$ cat src/rtl/wb_cmd_master.sv
// wb_cmd_master
//   Wishbone classic single-transfer initiator. Accepts one read/write command on a valid/ready
//   port, runs it as a single Wishbone cycle, and returns read data plus status on a valid/ready
//   response port. An ack timeout guarantees that a dead slave cannot hang the initiator.
//
// Parameters
//   AW       Wishbone address width
//   TIMEOUT  maximum cycles cyc/stb stay high awaiting ack/err (2..65535)
//   TW       timeout counter width, derived from TIMEOUT
//
// Ports
//   i_clk, i_rst            clock, synchronous active-high reset
//   i_cmd_*, o_cmd_ready    command port (we, adr, dat, sel), valid/ready handshake
//   o_rsp_*, i_rsp_ready    response port (rdata, err, timeout), valid/ready handshake
//   o_wb_*, i_wb_*          Wishbone classic initiator port
//
// Every output is a register. o_wb_stb mirrors o_wb_cyc.

module wb_cmd_master #(
   parameter int unsigned AW      = 32,
   parameter int unsigned TIMEOUT = 255,
   localparam int unsigned TW     = $clog2(TIMEOUT + 1)
) (
   input  logic          i_clk,
   input  logic          i_rst,
   // Command port
   input  logic          i_cmd_valid,
   output logic          o_cmd_ready,
   input  logic          i_cmd_we,
   input  logic [AW-1:0] i_cmd_adr,
   input  logic [31:0]   i_cmd_dat,
   input  logic [3:0]    i_cmd_sel,
   // Response port
   output logic          o_rsp_valid,
   input  logic          i_rsp_ready,
   output logic [31:0]   o_rsp_rdata,
   output logic          o_rsp_err,
   output logic          o_rsp_timeout,
   // Wishbone initiator
   output logic [AW-1:0] o_wb_adr,
   output logic [31:0]   o_wb_dat,
   output logic [3:0]    o_wb_sel,
   output logic          o_wb_we,
   output logic          o_wb_cyc,
   output logic          o_wb_stb,
   input  logic [31:0]   i_wb_rdt,
   input  logic          i_wb_ack,
   input  logic          i_wb_err
);

   typedef enum logic [1:0] {
      StIdle,
      StBus,
      StResp
   } state_e;

   localparam logic [TW-1:0] CntLast = TW'(TIMEOUT - 1);

   state_e        state;
   logic [TW-1:0] tmo_cnt;

   always_ff @(posedge i_clk) begin
      if (i_rst) begin
         state         <= StIdle;
         tmo_cnt       <= '0;
         o_cmd_ready   <= 1'b1;
         o_rsp_valid   <= 1'b0;
         o_rsp_rdata   <= '0;
         o_rsp_err     <= 1'b0;
         o_rsp_timeout <= 1'b0;
         o_wb_adr      <= '0;
         o_wb_dat      <= '0;
         o_wb_sel      <= '0;
         o_wb_we       <= 1'b0;
         o_wb_cyc      <= 1'b0;
         o_wb_stb      <= 1'b0;
      end else begin
         unique case (state)
            StIdle: begin
               // o_cmd_ready is always high here, so valid alone completes the handshake.
               if (i_cmd_valid) begin
                  o_wb_adr    <= i_cmd_adr;
                  o_wb_dat    <= i_cmd_dat;
                  o_wb_sel    <= i_cmd_sel;
                  o_wb_we     <= i_cmd_we;
                  o_wb_cyc    <= 1'b1;
                  o_wb_stb    <= 1'b1;
                  o_cmd_ready <= 1'b0;
                  tmo_cnt     <= '0;
                  state       <= StBus;
               end
            end

            StBus: begin
               if (i_wb_ack || i_wb_err || (tmo_cnt == CntLast)) begin
                  // Ack wins over err, err wins over timeout.
                  if (i_wb_ack) begin
                     o_rsp_rdata   <= o_wb_we ? 32'h0 : i_wb_rdt;
                     o_rsp_err     <= 1'b0;
                     o_rsp_timeout <= 1'b0;
                  end else if (i_wb_err) begin
                     o_rsp_rdata   <= 32'h0;
                     o_rsp_err     <= 1'b1;
                     o_rsp_timeout <= 1'b0;
                  end else begin
                     o_rsp_rdata   <= 32'h0;
                     o_rsp_err     <= 1'b1;
                     o_rsp_timeout <= 1'b1;
                  end
                  o_wb_cyc    <= 1'b0;
                  o_wb_stb    <= 1'b0;
                  o_rsp_valid <= 1'b1;
                  state       <= StResp;
               end else begin
                  tmo_cnt <= tmo_cnt + 1'b1;
               end
            end

            StResp: begin
               if (i_rsp_ready) begin
                  o_rsp_valid <= 1'b0;
                  o_cmd_ready <= 1'b1;
                  state       <= StIdle;
               end
            end

            default: begin
               state       <= StIdle;
               o_cmd_ready <= 1'b1;
               o_rsp_valid <= 1'b0;
               o_wb_cyc    <= 1'b0;
               o_wb_stb    <= 1'b0;
            end
         endcase
      end
   end

endmodule
$ cat config.mk
export PLATFORM = sky130hd
export DESIGN_NAME = wb_cmd_master
export DESIGN_NICKNAME = d
export VERILOG_FILES = /design/src/rtl/wb_cmd_master.sv
export SDC_FILE = /design/constraint.sdc
export NUM_CORES = 1
export LEC_CHECK = 0
export ABC_AREA = 1
export BUFFER_PORTS_ARGS = -buffer_cell sky130_fd_sc_hd__buf_2
export CORE_MARGIN = 3
export CORE_UTILIZATION = 49
export CTS_CLUSTER_DIAMETER = 30
export DETAILED_ROUTE_END_ITERATION = 16
export PLACE_DENSITY_LB_ADDON = 0.3
export SLEW_MARGIN = 30
export SYNTH_ARGS = -nofsm -noshare
export SYNTH_HDL_FRONTEND = slang
export SYNTH_SLANG_ARGS = --single-unit
export TNS_END_PERCENT = 20
$ cat constraint.sdc
create_clock -name i_clk -period 2.4 [get_ports i_clk]
set_clock_uncertainty 0.05 [all_clocks]
set_input_delay 0.36 -clock i_clk [delete_from_list [all_inputs] [get_ports i_clk]]
set_output_delay 0.36 -clock i_clk [all_outputs]
set_load 0.02 [all_outputs]
==> flow_summary_export.csv, run 1 <==
group,metric,value,unit
outcome,status,"completed",
logic_synthesis,synth.distinct_cells,27,
worst_setup_path,critPathMaxFanout,36,
placement,dp_hpwl,8.44,mm
worst_setup_path,cp.required,2.77,ns
logic_synthesis,synth_warnings,0,
min_path,hp-class,"in -> reg",
die,fp.dieW,101,um
die,start_util,0.518,
drt,firstDrtPassIters,5,
worst_setup_path,rrSetupSlack,0.50,ns
worst_setup_path,r2r-end,"o_rsp_rdata[17]",
sta,worstMarginPinSlew,0.466,ns
cts,numCtsBuffers,17,
global_routing,grt.total_usage,0.232,
die,die_height,101,um
worst_setup_path,crit_path_start,"tmo_cnt[0]",
logic_synthesis,syn_nets,667,
global_routing,grt_pass1_wl,19.0,mm
cts,cts_tree,"yes",
layout,fin_nets,867,
placement,port_buffers,213,
sta,fmax,0.527,GHz
cts,ctsHoldBuffers,0,
cts,cts-resized-gates,0,
power_and_ir_drop,peakVddDrop,0.523,mV
sta,hold_violations,0,
logic_synthesis,synth-seq-cells,116,
sta,finalSetupViolCount,0,
cts,cts_sinks,116,
layout,area_delta_synth_final,38.8,%
drt,wl,11.9,mm
drt,remaining_drc_errors,0,
cts,post-cts-setup-buffer-count,0,
power_and_ir_drop,p_leak,2.89,nW
logic_synthesis,seq_area_frac_synth,0.530,
worst_setup_path,cpPeakStageDelay,0.42,ns
sta,holdWs,0.0514,ns
worst_setup_path,critPathCapture,"o_rsp_rdata[17]",
logic_synthesis,syn_area_per_cell,7.85,sq um
layout,fin_cells,875,
cts,ctsHtreeMaxLevel,4,
global_routing,antenna_found_initial,0,
worst_setup_path,end_kind,"flop",
power_and_ir_drop,powerDensity,923,nW/um^2
flow_run,max-cap-violations,0,
sta,period_needed,1.90,ns
worst_setup_path,critPathSlowestCell,"nand2_4",
logic_synthesis,syn-cell-area,4380,sq um
global_routing,grt_max_degree,54,
worst_setup_path,r2r_cells,9,
sta,fin_crit_sh,0.791,
sta,rsz0062_at_grt,"false",
drt,wl_per_cell,13.6,um
logic_synthesis,syn_inst,558,
drt,drt_iter0_drc,179,
global_routing,overflow,0,
worst_setup_path,path_cells,"inv_1 > ha_1 > nand2_1 > nor2_1 > nand2_2 > nand2_4 > nand2_4 > nand2_1 > a21oi_1",
drt,viasPerCell,5.16,
drt,dr_total_vias,4514,
layout,drive_above_1_share,0.353,
die,dieArea,10100,sq um
worst_setup_path,worstPathBufferInverterCount,1,
worst_setup_path,path_class,"reg -> reg",
placement,finalWeightedCongestion,0.837,
worst_setup_path,worstSetupStartpointType,"flop",
sta,slew_violations,0,
layout,antenna_cells,0,
placement,dp_cells,844,
cts,clk_latency,0.49,ns
global_routing,grt_pass1_vias,4224,
cts,cts_buffer_depth,2,
sta,slew-limit-headroom,0.689,
worst_setup_path,cp.depth,9,
die,core-area,8460,sq um
die,ioPinCount,214,
worst_setup_path,crit_arrival,2.27,ns
cts,path_clk_slew,0.06,ns
worst_setup_path,path_delay_family,"simple AND/OR/NAND/NOR gates",
drt,ant_nets,0,
die,num_rows,33,
sta,setup_tns,0,ns
layout,fillers,699,
cts,root_buffer,"clkbuf_8",
worst_setup_path,r2r-start,"tmo_cnt[0]",
## worst min path at each step
stage	slack (ns)	endpoint	depth (start not counted)	from
after global placement	0.39	o_cmd_ready	2	o_cmd_ready
after floorplan	0.40	o_wb_stb	1	state[0]
after global routing	0.05	o_wb_dat[30]	3	i_cmd_dat[30]
after detailed placement	0.40	o_rsp_rdata[16]	2	o_rsp_rdata[16]
after CTS	0.04	o_wb_dat[30]	3	i_cmd_dat[30]
final	0.05	o_wb_dat[29]	3	i_cmd_dat[29]
## cell type report
class                      instances  area [sq um]  area share
inverter                          14          52.6     0.00864
multi-input combinational        387          1780       0.293
tap                              105           131      0.0216
timing repair buffer             222          1150       0.188
clock buffer                      19           442      0.0726
clock inverter                    12           204      0.0335
sequential                       116          2320       0.382
## power breakdown
| part | switching, mW | internal (mW) |
|---|---|---|
| clock network | 0.864 | 1.84 |
| logic | 0.499 | 0.269 |
| registers | 0.0738 | 2.07 |
| total | 1.44 | 4.18 |
## sequential cells by signal, indices dropped and copies added, names as in the netlist
| signal | count |
|---|---|
| o_rsp_timeout | 1 |
| o_wb_adr | 32 |
| state | 2 |
| o_rsp_err | 1 |
| o_cmd_ready | 1 |
| tmo_cnt | 8 |
| o_wb_dat | 32 |
| o_wb_sel | 4 |
| o_wb_we | 1 |
| o_rsp_valid | 1 |
| o_wb_stb | 1 |
| o_rsp_rdata | 32 |
## Yosys cell counts (all sizes together)
cell type / number / area share
nor2: 162 / 0.14
dfxtp: 116 / 0.53
o21ai: 75 / 0.086
nand2: 61 / 0.059
a21oi: 40 / 0.049
nand4: 32 / 0.046
clkbuf: 22 / 0.019
buf: 19 / 0.033
inv: 14 / 0.012
nand3: 10 / 0.013
ha: 2 / 0.0057
nand3b: 1 / 0.0017
nor3b: 1 / 0.0017
o211ai: 1 / 0.0017
o21a: 1 / 0.0017
xor2: 1 / 0.0020
## metrics by stage
step / area, sq um / worst slack (ns) / total power [mW] / util
after floorplan: 4380 / 1.01 / 2.67 / -
after global placement: 5440 / 0.591 / 2.93 / 0.642
after detailed placement: 5440 / 0.550 / 2.95 / 0.642
after CTS: 6080 / 0.511 / 5.65 / 0.719
after global routing: 6080 / 0.351 / 5.85 / 0.719
final: 6080 / 0.502 / 5.61 / 0.719
## kinds of logic after synthesis
logic type | count (synthesis) | synth area share
and+or+nand+nor | 267 | 0.260
AOI/OAI and AO/OA | 117 | 0.138
DFF | 116 | 0.530
buffers and inverters | 55 | 0.0640
adders and majority gates | 2 | 0.00571
xor gates and xnor gates | 1 | 0.00200
## placed cells by master (no fill, tap or decap), types with 4 or more instances in the layout
master     instances
o21ai_0           72
inv_1              9
a21oi_2            4
nor2_1           159
buf_2            213
clkbuf_16         16
nand2_1           55
nand3_1            9
a21oi_1           36
buf_4              8
dfxtp_1          116
bufinv_16          5
nand4_1           32
inv_2              5
## tightest hold or removal path: cells and delay by family
family                 cells  cell delay, ns
AO/OA/AOI/OAI              1            0.05
buffers and inverters      1            0.07
AND/OR/NAND/NOR            1            0.07
## layer usage
layer / GRT usage / part of all wire
met1: 0.261 / 0.39
met2: 0.394 / 0.48
met3: 0.0962 / 0.10
met4: 0.0870 / 0.023
met5: 0 / 0
Note: power is estimated with default switching activity, not from simulation.
==> run 2: changes to the inputs <==
CORE_UTILIZATION = 41   (was 49)
clock period = 1.6 ns   (was 2.4 ns; I/O delays follow)
==> run 2 against run 1 <==
Effect of this change:
- clock power grew 39%
- utilization shrank 2.4 points
- maximum frequency grew 28%
- worst hold slack lost 0.018 ns
- setup slack lost 0.39 ns
- first-iteration DRC count grew 89%
- via count grew 14%
- sequential cell count is the same
- die area grew 18%
- cell count grew 16%
- clock-buffer cell count grew 1
- critical path type unchanged
- largest cell class unchanged
- highest routed layer unchanged
==> flow_summary_export.csv, run 2 (synthesis gave the netlist of run 1 again) <==
group,metric,value,unit
sta,setup_tns,0,ns
min_path,min_to,"state[1]",
die,core-area,10400,sq um
cts,clk_latency,0.50,ns
drt,firstDrtPassIters,5,
layout,top_regs,"o_rsp_rdata: 32 flops, o_wb_adr: 32 flops, o_wb_dat: 32 flops",
sta,finalSetupViolCount,0,
drt,wl_per_cell,14.3,um
layout,fin_nets,976,
placement,dp_hpwl,8.43,mm
drt,ant_nets,0,
layout,final_cell_area,7210,sq um
min_path,hp-class,"in -> reg",
worst_setup_path,crit_arrival,1.87,ns
outcome,status,"completed",
cts,cts_sinks,116,
worst_setup_path,worstSetupStartpointType,"flop",
min_path,hp-start,"i_rsp_ready",
worst_setup_path,worstPathBufferInverterCount,1,
drt,viasPerCell,5.07,
die,start_util,0.423,
layout,fin_cells,1016,
die,num_rows,37,
power_and_ir_drop,p_leak,3.34,nW
drt,wl,14.5,mm
worst_setup_path,cp.required,1.98,ns
placement,finalWeightedCongestion,0.806,
die,ioPinCount,214,
worst_setup_path,path_class,"reg -> reg",
cts,cts_tree,"yes",
layout,fillers,795,
drt,drt_iter0_drc,339,
sta,slew_violations,0,
global_routing,grt.total_usage,0.237,
power_and_ir_drop,peakVddDrop,0.690,mV
sta,fmax,0.673,GHz
worst_setup_path,r2r-start,"tmo_cnt[1]",
sta,worstMarginPinSlew,0.442,ns
cts,post-cts-setup-buffer-count,0,
placement,place_area,5570,sq um
sta,slew-limit-headroom,0.705,
worst_setup_path,path_delay_family,"simple AND/OR/NAND/NOR gates",
worst_setup_path,end_kind,"flop",
die,fp.dieW,109,um
cts,cts_buffer_depth,2,
sta,period_needed,1.49,ns
layout,area_delta_synth_final,64.5,%
worst_setup_path,r2r_cells,8,
cts,root_buffer,"clkbuf_8",
layout,antenna_cells,0,
min_path,whs_path_depth,3,
placement,dp_cells,883,
die,die_height,109,um
layout,drive_above_1_share,0.322,
global_routing,grt_pass1_wl,22.5,mm
global_routing,grt_pass1_vias,4914,
cts,numCtsBuffers,17,
worst_setup_path,rrSetupSlack,0.11,ns
worst_setup_path,cpPeakStageDelay,0.38,ns
global_routing,antenna_found_initial,0,
cts,ctsHtreeMaxLevel,4,
power_and_ir_drop,powerDensity,1170,nW/um^2
worst_setup_path,path_cells,"ha_1 > nand2_1 > nor2_1 > nand2_2 > nand2_4 > buf_8 > nand4_1 > a21oi_2",
sta,hold_violations,0,
placement,port_buffers,213,
sta,fin_crit_sh,0.929,
worst_setup_path,critPathMaxFanout,19,
drt,remaining_drc_errors,0,
cts,path_clk_slew,0.06,ns
drt,dr_total_vias,5148,
layout,final_common_cell,"buf_2",
layout,final_cell_mix,"buf_2, nor2_1, dfxtp_1",
worst_setup_path,critPathSlowestCell,"dfxtp_1",
global_routing,grt_max_degree,42,
worst_setup_path,r2r-end,"o_rsp_rdata[20]",
global_routing,overflow,0,
die,dieArea,12000,sq um
flow_run,max-cap-violations,0,
sta,rsz0062_at_grt,"true",
[run 2: cell types whose count changed in the layout (fill, tap and decap cells not counted), moves of 2 or more]
cell	change
bufinv_16	-2
dlygate4sd3_1	+101
buf_12	+3
buf_4	+4
clkinvlp_4	+2
a21oi_2	+2
a21oi_1	-2
[run 2: power breakdown]
| group | total [mW] | internal [mW] | switching [mW] |
|---|---|---|---|
| Combinational | 1.43 | 0.602 | 0.830 |
| Sequential | 3.21 | 3.10 | 0.112 |
| Clock | 3.76 | 2.45 | 1.31 |
[run 2: worst register-to-register path, delay by kind of cell (launching register included)]
family	cells	cell delay [ns]
fa+ha+maj	1	0.17
compound gates	1	0.15
buf+inv	1	0.17
simple gates	5	0.51
flops	1	0.38
[run 2: metal layers]
layer | up-vias | global-route usage | routed length (um)
met5 | - | 0 | 0
li1 | 2459 | - | -
met1 | 2378 | 0.268 | 5680
met3 | 51 | 0.0775 | 1180
met2 | 260 | 0.395 | 7050
met4 | 0 | 0.131 | 598
[run 2: area by class of cell]
cell class / count / area, sq um / share of cell area
well taps: 136 / 170 / 0.0236
flip-flops and latches: 116 / 2320 / 0.322
clock inverters: 12 / 155 / 0.0215
multi-input cells: 387 / 1800 / 0.250
inverters: 14 / 52.6 / 0.00729
repair buffers: 331 / 2260 / 0.314
clock buffers: 20 / 445 / 0.0618
[run 2: through the flow]
stage	setup WS, ns	power [mW]	util	hold slack [ns]
after detailed placement	0.0972	4.47	0.537	0.396
after floorplan	0.208	4.00	-	0.338
after global routing	-0.00771	8.76	0.695	0.00855
after global placement	0.195	4.43	0.537	0.389
after CTS	0.0755	8.44	0.693	0.00411
final	0.113	8.41	0.695	0.0332
[run 2: repair_timing]
item	CTS	global route
endpoints found under the hold margin	101	0
gates resized for setup	0	7
hold buffers	101	0
endpoints found under the setup margin	0	21
[run 2: how the worst max path moves through the flow]
stage / cells past startpoint / end / slack, ns / start
global placement: 7 / o_rsp_rdata[0] / 0.20 / state[0]
finish: 8 / o_rsp_rdata[20] / 0.11 / tmo_cnt[1]
CTS: 8 / o_rsp_rdata[16] / 0.08 / tmo_cnt[1]
detailed placement: 8 / o_rsp_rdata[18] / 0.1 / tmo_cnt[1]
floorplan: 10 / o_rsp_rdata[25] / 0.21 / tmo_cnt[0]
global route: 10 / tmo_cnt[1] / -0.008 / tmo_cnt[0]
